**src/rtl/hand_position_decoder_if.sv**
```systemverilog
// hand_position_decoder_if: slow timebase inputs, set-load controls and hand-position outputs.
// Latency: none (wires only).
// Backpressure: none; every signal is a level sampled by the decoder each clock.
interface hand_position_decoder_if;
    logic       minuteClock;
    logic       hourClock;
    logic       setEnable;
    logic [5:0] setMinute;
    logic [5:0] setHour;
    logic [5:0] minutePos;
    logic [5:0] hourPos;
    logic       posStrobe;
    logic       syncError;

    // Timebase / set-load source side.
    modport master (
        output minuteClock,
        output hourClock,
        output setEnable,
        output setMinute,
        output setHour,
        input  minutePos,
        input  hourPos,
        input  posStrobe,
        input  syncError
    );

    // Decoder side.
    modport slave (
        input  minuteClock,
        input  hourClock,
        input  setEnable,
        input  setMinute,
        input  setHour,
        output minutePos,
        output hourPos,
        output posStrobe,
        output syncError
    );
endinterface

```
**src/rtl/hand_position_decoder.sv**
```systemverilog
// hand_position_decoder: turns the slow minute tick / half-hour toggle into 0..59 hand positions.
// Latency: positions move 2 clocks after minuteClock is first sampled high; a set loads on its own edge.
// Backpressure: none; no handshake, outputs are registered and the strobe is a single-cycle pulse.
// Build option: define HAND_RESYNC_EN to snap the minute hand to 0/30 on a misaligned half-hour event.
module hand_position_decoder #(
    parameter int SUB_STEPS  = 12,
    parameter int DIAL_STEPS = 60
) (
    input  logic                   clock,
    input  logic                   reset,
    hand_position_decoder_if.slave bus
);

    localparam int              SW       = (SUB_STEPS > 1) ? $clog2(SUB_STEPS) : 1;
    localparam logic [5:0]      LAST_POS = 6'(DIAL_STEPS - 1);
    localparam logic [5:0]      HALF_POS = 6'(DIAL_STEPS / 2);
    localparam logic [SW-1:0]   LAST_SUB = SW'(SUB_STEPS - 1);
`ifdef HAND_RESYNC_EN
    localparam logic [SW-1:0]   HALF_SUB = SW'((DIAL_STEPS / 2) % SUB_STEPS);
`endif

    // Synchronizer chains and edge-history flops for both slow inputs.
    logic          min_sync1_q, min_sync2_q, min_hist_q;
    logic          hr_sync1_q, hr_sync2_q, hr_hist_q;
    // Counts the first clocks after reset release; detection is blocked until it saturates.
    logic [1:0]    arm_cnt_q;

    // Architectural state.
    logic [5:0]    minute_pos_q, minute_pos_d;
    logic [5:0]    hour_pos_q, hour_pos_d;
    logic [SW-1:0] hour_sub_q, hour_sub_d;
    logic          phase_q, phase_d;
    logic          sync_err_q, sync_err_d;
    logic          set_chg_q, set_chg_d;
    logic          strobe_q, strobe_d;

    // Decoded events and set-load values.
    logic          armed;
    logic          minute_tick;
    logic          hour_evt;
    logic [5:0]    exp_pos;
    logic          pos_moved;
    logic [5:0]    set_min;
    logic [5:0]    set_hr;
    logic [SW-1:0] set_sub;
    logic          set_phase;

    // Minute input: two flops against metastability, then one flop of history for edge detection.
    always_ff @(posedge clock or posedge reset) begin
        if (reset) begin
            min_sync1_q <= 1'b0;
            min_sync2_q <= 1'b0;
            min_hist_q  <= 1'b0;
        end else begin
            min_sync1_q <= bus.minuteClock;
            min_sync2_q <= min_sync1_q;
            min_hist_q  <= min_sync2_q;
        end
    end

    // Half-hour input: same structure; any level change is an event.
    always_ff @(posedge clock or posedge reset) begin
        if (reset) begin
            hr_sync1_q <= 1'b0;
            hr_sync2_q <= 1'b0;
            hr_hist_q  <= 1'b0;
        end else begin
            hr_sync1_q <= bus.hourClock;
            hr_sync2_q <= hr_sync1_q;
            hr_hist_q  <= hr_sync2_q;
        end
    end

    // Arming counter: lets the history flops catch up with inputs that were already high at reset.
    always_ff @(posedge clock or posedge reset) begin
        if (reset) begin
            arm_cnt_q <= 2'd0;
        end else if (arm_cnt_q != 2'd3) begin
            arm_cnt_q <= arm_cnt_q + 2'd1;
        end
    end

    assign armed       = (arm_cnt_q == 2'd3);
    assign minute_tick = armed & min_sync2_q & ~min_hist_q;
    assign hour_evt    = armed & (hr_sync2_q ^ hr_hist_q);

    // Set-load values: positions clamp to the last dial step, sub-step and phase derive from the minute.
    assign set_min   = (bus.setMinute > LAST_POS) ? LAST_POS : bus.setMinute;
    assign set_hr    = (bus.setHour   > LAST_POS) ? LAST_POS : bus.setHour;
    assign set_sub   = SW'(32'(set_min) % SUB_STEPS);
    assign set_phase = (set_min >= HALF_POS);

    // Next-state: tick increment first, then the half-hour alignment check; a set overrides both.
    always_comb begin
        minute_pos_d = minute_pos_q;
        hour_pos_d   = hour_pos_q;
        hour_sub_d   = hour_sub_q;
        phase_d      = phase_q;
        sync_err_d   = sync_err_q;
        set_chg_d    = 1'b0;
        pos_moved    = 1'b0;
        exp_pos      = phase_q ? 6'd0 : HALF_POS;

        if (minute_tick) begin
            minute_pos_d = (minute_pos_q == LAST_POS) ? 6'd0 : minute_pos_q + 6'd1;
            if (hour_sub_q == LAST_SUB) begin
                hour_sub_d = '0;
                hour_pos_d = (hour_pos_q == LAST_POS) ? 6'd0 : hour_pos_q + 6'd1;
            end else begin
                hour_sub_d = hour_sub_q + SW'(1);
            end
        end

        if (hour_evt) begin
            phase_d = ~phase_q;
            // Compare against the minute value including any tick taken this cycle.
            if (minute_pos_d != exp_pos) begin
                sync_err_d = 1'b1;
`ifdef HAND_RESYNC_EN
                minute_pos_d = exp_pos;
                hour_sub_d   = phase_q ? '0 : HALF_SUB;
`endif
            end
        end

        pos_moved = (minute_pos_d != minute_pos_q) || (hour_pos_d != hour_pos_q);

        if (bus.setEnable) begin
            minute_pos_d = set_min;
            hour_pos_d   = set_hr;
            hour_sub_d   = set_sub;
            phase_d      = set_phase;
            sync_err_d   = 1'b0;
            // A set strobes one edge after the load, and only if something actually moved.
            set_chg_d    = (set_min != minute_pos_q) || (set_hr != hour_pos_q);
            pos_moved    = 1'b0;
        end

        strobe_d = pos_moved | set_chg_q;
    end

    // State register for hand positions, dial phase, error flag and strobe.
    always_ff @(posedge clock or posedge reset) begin
        if (reset) begin
            minute_pos_q <= 6'd0;
            hour_pos_q   <= 6'd0;
            hour_sub_q   <= '0;
            phase_q      <= 1'b0;
            sync_err_q   <= 1'b0;
            set_chg_q    <= 1'b0;
            strobe_q     <= 1'b0;
        end else begin
            minute_pos_q <= minute_pos_d;
            hour_pos_q   <= hour_pos_d;
            hour_sub_q   <= hour_sub_d;
            phase_q      <= phase_d;
            sync_err_q   <= sync_err_d;
            set_chg_q    <= set_chg_d;
            strobe_q     <= strobe_d;
        end
    end

    assign bus.minutePos = minute_pos_q;
    assign bus.hourPos   = hour_pos_q;
    assign bus.posStrobe = strobe_q;
    assign bus.syncError = sync_err_q;

endmodule

```
**src/flat_wrapper.sv**
```systemverilog
// flat-port wrapper written by rule: the top's interface ports become plain ports
module hand_position_decoder_flat 
#(
    parameter int SUB_STEPS  = 12,
    parameter int DIAL_STEPS = 60
)
  (clock, reset, bus_minuteClock, bus_hourClock, bus_setEnable, bus_setMinute, bus_setHour, bus_minutePos, bus_hourPos, bus_posStrobe, bus_syncError);
  hand_position_decoder_if bus_i ();
  input  logic clock;
  input  logic reset;
  input wire logic [$bits(bus_i.minuteClock)-1:0] bus_minuteClock;
  input wire logic [$bits(bus_i.hourClock)-1:0] bus_hourClock;
  input wire logic [$bits(bus_i.setEnable)-1:0] bus_setEnable;
  input wire logic [$bits(bus_i.setMinute)-1:0] bus_setMinute;
  input wire logic [$bits(bus_i.setHour)-1:0] bus_setHour;
  output wire logic [$bits(bus_i.minutePos)-1:0] bus_minutePos;
  output wire logic [$bits(bus_i.hourPos)-1:0] bus_hourPos;
  output wire logic [$bits(bus_i.posStrobe)-1:0] bus_posStrobe;
  output wire logic [$bits(bus_i.syncError)-1:0] bus_syncError;
  assign bus_i.minuteClock = bus_minuteClock;
  assign bus_i.hourClock = bus_hourClock;
  assign bus_i.setEnable = bus_setEnable;
  assign bus_i.setMinute = bus_setMinute;
  assign bus_i.setHour = bus_setHour;
  assign bus_minutePos = bus_i.minutePos;
  assign bus_hourPos = bus_i.hourPos;
  assign bus_posStrobe = bus_i.posStrobe;
  assign bus_syncError = bus_i.syncError;
  hand_position_decoder #(.SUB_STEPS(SUB_STEPS), .DIAL_STEPS(DIAL_STEPS)) u_core (.clock(clock), .reset(reset), .bus(bus_i));
endmodule
```
**config.mk**
```make
export PLATFORM = sky130hd
export DESIGN_NAME = hand_position_decoder_flat
export DESIGN_NICKNAME = d
export VERILOG_FILES = /design/src/rtl/hand_position_decoder_if.sv /design/src/rtl/hand_position_decoder.sv /design/src/flat_wrapper.sv
export SDC_FILE = /design/constraint.sdc
export NUM_CORES = 1
export LEC_CHECK = 0
export BUFFER_PORTS_ARGS = -buffer_cell sky130_fd_sc_hd__buf_4
export CAP_MARGIN = 20
export CORE_MARGIN = 8
export CORE_UTILIZATION = 56
export CTS_CLUSTER_DIAMETER = 80
export DETAILED_ROUTE_END_ITERATION = 12
export PLACE_DENSITY = 0.79
export SLEW_MARGIN = 5
export SYNTH_ARGS = -nofsm -noshare
export SYNTH_HDL_FRONTEND = slang
export SYNTH_SLANG_ARGS = --single-unit
```
**constraint.sdc**
```tcl
create_clock -name clock -period 2.92 [get_ports clock]
set_input_delay 0.584 -clock clock [delete_from_list [all_inputs] [get_ports clock]]
set_output_delay 0.584 -clock clock [all_outputs]
set_load 0.005 [all_outputs]
```
# Word level (Yosys, flattened, before mapping)

Index checks and enable logic that the tools add are counted.

Output and inout bits: 14
Input bits: 17
Logic and storage cells: 65
Flip-flop bits (word level): 28

Mux-type cells: 20
$lt $le $gt $ge: 3
Divide/modulo/power cells: 1
Equality and inequality tests: 10
Reductions and logical operators: 6
Bitwise gates (word level): 7
$add $sub $neg: 4

Operators by type and width:

| operator               | count |
|---|---|
| $mux W6                | 9 |
| $mod A6 B4 Y32 const B | 1 |
| $ne A6 B6 Y1           | 5 |
| $add A6 B1 Y6 const B  | 2 |
| $eq A6 B6 Y1 const B   | 2 |
| $gt A6 B6 Y1 const B   | 2 |
| $mux W4                | 3 |
| $mux W1                | 7 |
| $ge A6 B5 Y1 const B   | 1 |
| $reduce_bool A2 Y1     | 3 |
| $mux W5                | 1 |
| $add A4 B1 Y4 const B  | 1 |
| $eq A4 B4 Y1 const B   | 1 |
| $and A1 B1 Y1          | 3 |
| $add A2 B1 Y2 const B  | 1 |
| $eq A2 B2 Y1 const B   | 1 |
| $logic_or A1 B1 Y1     | 2 |
| $ne A2 B2 Y1 const B   | 1 |
| $not A1 Y1             | 2 |
| $reduce_and A2 Y1      | 1 |
| $or A1 B1 Y1           | 1 |
| $xor A1 B1 Y1          | 1 |

# Longest topological paths before layout

Depth after elaboration: 8
Gate-level depth with buffers: 10
Gate-level depth less buffers: 9

# Worst setup path before layout

OpenSTA, ideal clock, no wires.

Path kind: in2reg
Start: in bus_setMinute[4]
End: reg u_core.hour_sub_q[3]
Data arrival time: 2.104 ns
Slack: 0.734 ns
Data required time: 2.838 ns
Setup time: 0.082 ns
Path buffers: 2
Stages on the path: 8
Path through: clkbuf_1 > clkbuf_1 > ha_1 > nand3b_1 > a21oi_1 > mux2i_1 > or3b_1 > a31oi_1

Cells in the longest elaborated chain, start to end: 4

RTL lines:

| element              | line                         | RTL |
|---|---|---|
| from (decl)          | flat_wrapper.sv:14           | `input wire logic [$bits(bus_i.setMinute)-1:0] bus_setMinute;` |
| $gt A6 B6 Y1         | hand_position_decoder.sv:88  | `assign set_min = (bus.setMinute > LAST_POS) ? LAST_POS : bus.setMinute;` |
| $mux W6 *            | hand_position_decoder.sv:88  |  |
| $mod A6 B4 Y32 *     | hand_position_decoder.sv:90  | `assign set_sub = SW'(32'(set_min) % SUB_STEPS);` |
| $mux W4 *            | hand_position_decoder.sv:128 | `if (bus.setEnable) begin` |
| to (signal assigned) | hand_position_decoder.sv:155 | `hour_sub_q <= hour_sub_d;` |
| to (decl)            | hand_position_decoder.sv:31  | `logic [SW-1:0] hour_sub_q, hour_sub_d;` |

Every way passes the cells marked *; elsewhere a longest branch is shown, timed or not.
A chain may end at the register's enable or synchronous reset.

# Worst setup path in the final report

Start: reg u_core.arm_cnt_q[0]
End: reg u_core.sync_err_q, in the netlist u_core.bus.syncError

Cells in the longest elaborated chain, start to end: 7
Elaborated cells between the ends (all ways): 9
Those cells by class: 2 x eq/ne; 1 x mux; 3 x bitwise; 3 x reduce/logical

RTL lines:

| element                       | line                         | RTL |
|---|---|---|
| from (decl)                   | hand_position_decoder.sv:26  | `logic [1:0] arm_cnt_q;` |
| from (signal assigned)        | hand_position_decoder.sv:79  | `arm_cnt_q <= arm_cnt_q + 2'd1;` |
| $eq A2 B2 Y1 *                | hand_position_decoder.sv:83  | `assign armed = (arm_cnt_q == 2'd3);` |
| $and A1 B1 Y1 (2 in a row)    | hand_position_decoder.sv:84  | `assign minute_tick = armed & min_sync2_q & ~min_hist_q;` |
| $mux W6                       | hand_position_decoder.sv:104 | `if (minute_tick) begin` |
| $ne A6 B6 Y1                  | hand_position_decoder.sv:117 | `if (minute_pos_d != exp_pos) begin` |
| $reduce_bool A2 Y1 (no line)  | --                           |  |
| $reduce_and A2 Y1 (no line) * | --                           |  |
| to (signal assigned)          | hand_position_decoder.sv:157 | `sync_err_q <= sync_err_d;` |
| to (decl)                     | hand_position_decoder.sv:33  | `logic sync_err_q, sync_err_d;` |

Marks and branches as above.

==> flow_summary_export.csv <==
group,metric,value,unit
synthesis,syn_area_per_cell,8.63,um^2
floorplan,num_rows,21,
routing,avgRoutedWirePerCell,14.7,um
grt,grt_first_pass_wirelength,7040,um
place,place_inst,277,
cells_and_area,nNetsFinal,259,
clock_tree,cts_buffers,3,
job,drv_cap,0,
clock_tree,clock_latency,0.33,ns
power_and_ir_drop,p_clk_frac,0.266,
sta,fin_crit_sh,0.786,
grt,grt_pass1_vias,1531,
grt,antenna_found_initial,0,
synthesis,synthTopCellsByArea,"dfrtp_1 38%, a21oi_1 4.8%, o21ai_0 4.3%",
power_and_ir_drop,comb_power_share,0.242,
synthesis,yosysWarnings,0,
worst_setup_path,crit_path_start_kind,"flip-flop",
routing,dr.pass1.iters,4,
power_and_ir_drop,finalPower,0.971,mW
place,hpwl,3140,um
power_and_ir_drop,powerDensity,452,nW/um^2
clock_tree,cts_buffer_depth,2,
floorplan,die_area,5430,um^2
floorplan,die_y,73.7,um
cells_and_area,antenna_cells,0,
place,portBuffers,30,
synthesis,synth_area,1860,um^2
power_and_ir_drop,p_sw_frac,0.302,
clock_tree,cts_hold_buf,0,
floorplan,die_x,73.7,um
synthesis,syn-num-nets,239,
worst_setup_path,cp.required,3.16,ns
sta,fin_skew,0.00655,ns
synthesis,synthCells,216,
worst_setup_path,worst-path-max-fanout,13,
sta,slew_headroom,0.748,
synthesis,synth_cell_type_count,47,
routing,drc,0,
clock_tree,clk_pin_slew,0.16,ns
place,placed_area,2100,um^2
sta,fin_ws,0.624,ns
cells_and_area,final_layout_size_suffix_gt1_frac,0.179,
cells_and_area,final_cells,281,
power_and_ir_drop,p_sw,0.293,mW
sta,finalMaxSlewViolations,0,
routing,antenna_left,0,
sta,rsz0062_at_grt,"no",
clock_tree,cts-resized-gates,0,
status,status,"finished, final reports clean",
floorplan,core_area,3260,um^2
cells_and_area,design_area,2150,um^2
clock_tree,cts_max_level,1,
grt,grt_max_degree,29,
grt,grt_remaining_overflow,0,
synthesis,synth_top_area_frac,0.376,
place,pre_cts_ws,0.627,ns
power_and_ir_drop,power_frac_seq,0.492,
cells_and_area,syn_to_final_growth,15.2,%
synthesis,ys_ff_latch,28,
synthesis,yosys.area.top_type,"dfrtp_1",
power_and_ir_drop,p_leak,0.895,nW
sta,setup_violations,0,
routing,routed_wl,4140,um
worst_setup_path,critPathCaptureType,"flip-flop",
worst_setup_path,arrival,2.53,ns
clock_tree,cts_root_buf,"clkbuf_4",
worst_setup_path,crit_type,"flip-flop to flip-flop",
clock_tree,cts_setup_buffers,0,
synthesis,synth_edf_count,0,
synthesis,yosysSeqAreaShare,0.376,
routing,vias_per_cell,5.90,
sta,fin_setup_tns,0,ns
cells_and_area,layout_common_cells,"33 x buf_4, 28 x dfrtp_1, 19 x nand2_1",
sta,period_needed,2.30,ns
clock_tree,numClockSinks,28,
cells_and_area,mostFrequentLayoutCell,"buf_4",
sta,worst_pin_slew,0.379,ns
power_and_ir_drop,ir_drop,0.282,mV
sta,max_freq,436,MHz
synthesis,synthFlopType,"dfrtp_1",
grt,track_usage,0.164,
floorplan,initial_core_util,0.572,
synthesis,async_flop_share,1.00,
place,gp_congestion,0.887,
power_and_ir_drop,intPower,0.678,mW
worst_hold_path,hold_class,"input pin to async pin",
routing,vias,1658,
clock_tree,cts_tree,"done",
floorplan,io_pins,31,
routing,drt_iter0_markers,167,
sta,hold_violations,0,
[metal layers]
metal	vias to the layer above	global-route usage	wire [um]
li1	827	-	-
met1	777	0.212	1830
met2	50	0.275	2050
met3	4	0.0205	216
met4	0	0.0466	40
met5	-	0	0
[worst max-delay path, stage by stage (launching register included)]
cell,delay [ns]
dfrtp_1,0.39
ha_1,0.30
and3b_4,0.33
nand3_2,0.11
or4b_1,0.47
a311oi_1,0.26
a31oi_1,0.06
o31a_1,0.28
[area by class of cell]
cell class / instances / area, um^2
inverter: 7 / 26.3
fill: 281 / 1110
clock buffer: 3 / 22.5
sequential: 28 / 701
multi-input combinational: 163 / 1060
clock inverter: 1 / 30.0
timing repair buffer: 33 / 248
tap: 46 / 57.6
[sequential cells by signal, indices dropped and copies added (netlist names)]
register / count
u_core.bus.hourPos: 6
u_core.bus.minutePos: 6
u_core.hour_sub_q: 4
u_core.arm_cnt_q: 2
u_core.bus.posStrobe: 1
u_core.bus.syncError: 1
u_core.hr_hist_q: 1
u_core.hr_sync1_q: 1
u_core.hr_sync2_q: 1
u_core.min_hist_q: 1
u_core.min_sync1_q: 1
u_core.min_sync2_q: 1
u_core.phase_q: 1
u_core.set_chg_q: 1
[power groups by stage]
stage | sequential (mW) | combinational (mW) | clock [mW]
floorplan | 0.462 | 0.168 | 0
global route | 0.486 | 0.265 | 0.278
detailed placement | 0.484 | 0.235 | 0
finish | 0.478 | 0.235 | 0.258
CTS | 0.477 | 0.237 | 0.262
global placement | 0.484 | 0.234 | 0
[final timing paths]
kind	to	slack [ns]	depth (start not counted)	start
hold / removal	u_core.phase_q	0.29	3	reset
setup reg to reg	u_core.bus.syncError	0.62	7	u_core.arm_cnt_q[0]
setup / recovery	u_core.bus.syncError	0.62	7	u_core.arm_cnt_q[0]
hold reg to reg	u_core.hr_sync2_q	0.37	0	u_core.hr_sync1_q
min in group clock	u_core.hr_sync1_q	0.35	1	bus_hourClock
max in group asynchronous	u_core.min_hist_q	2.37	3	reset
[through the flow]
step | hold WS (ns) | util
3_3_place_gp | 0.333 | 0.643
4_1_cts | 0.298 | 0.659
2_1_floorplan | 0.331 | -
5_1_grt | 0.322 | 0.659
3_5_place_dp | 0.337 | 0.643
6_report | 0.292 | 0.659
[synth_stat cells, drive strengths merged (4+ instances only)]
library cell and instances:
dfrtp 28, nand2 19, a21oi 18, o21ai 16
clkbuf 15, nor2 11, xnor2 9, nor3 8
inv 7, ha 6, nand3 6, xor2 6
a31oi 5, a211oi 4, and3 4, mux2i 4
nand4 4
[cells by family after synthesis]
family	count (synthesis)	share of synthesized area
AND/OR/NAND/NOR	74	0.218
AO/OA/AOI/OAI	62	0.208
flip-flops	28	0.376
buffers and inverters	25	0.0537
XOR/XNOR	15	0.0705
multiplexers	6	0.0336
adder cells (fa/ha/maj)	6	0.0403
Note: power is estimated with default switching activity, not from simulation.
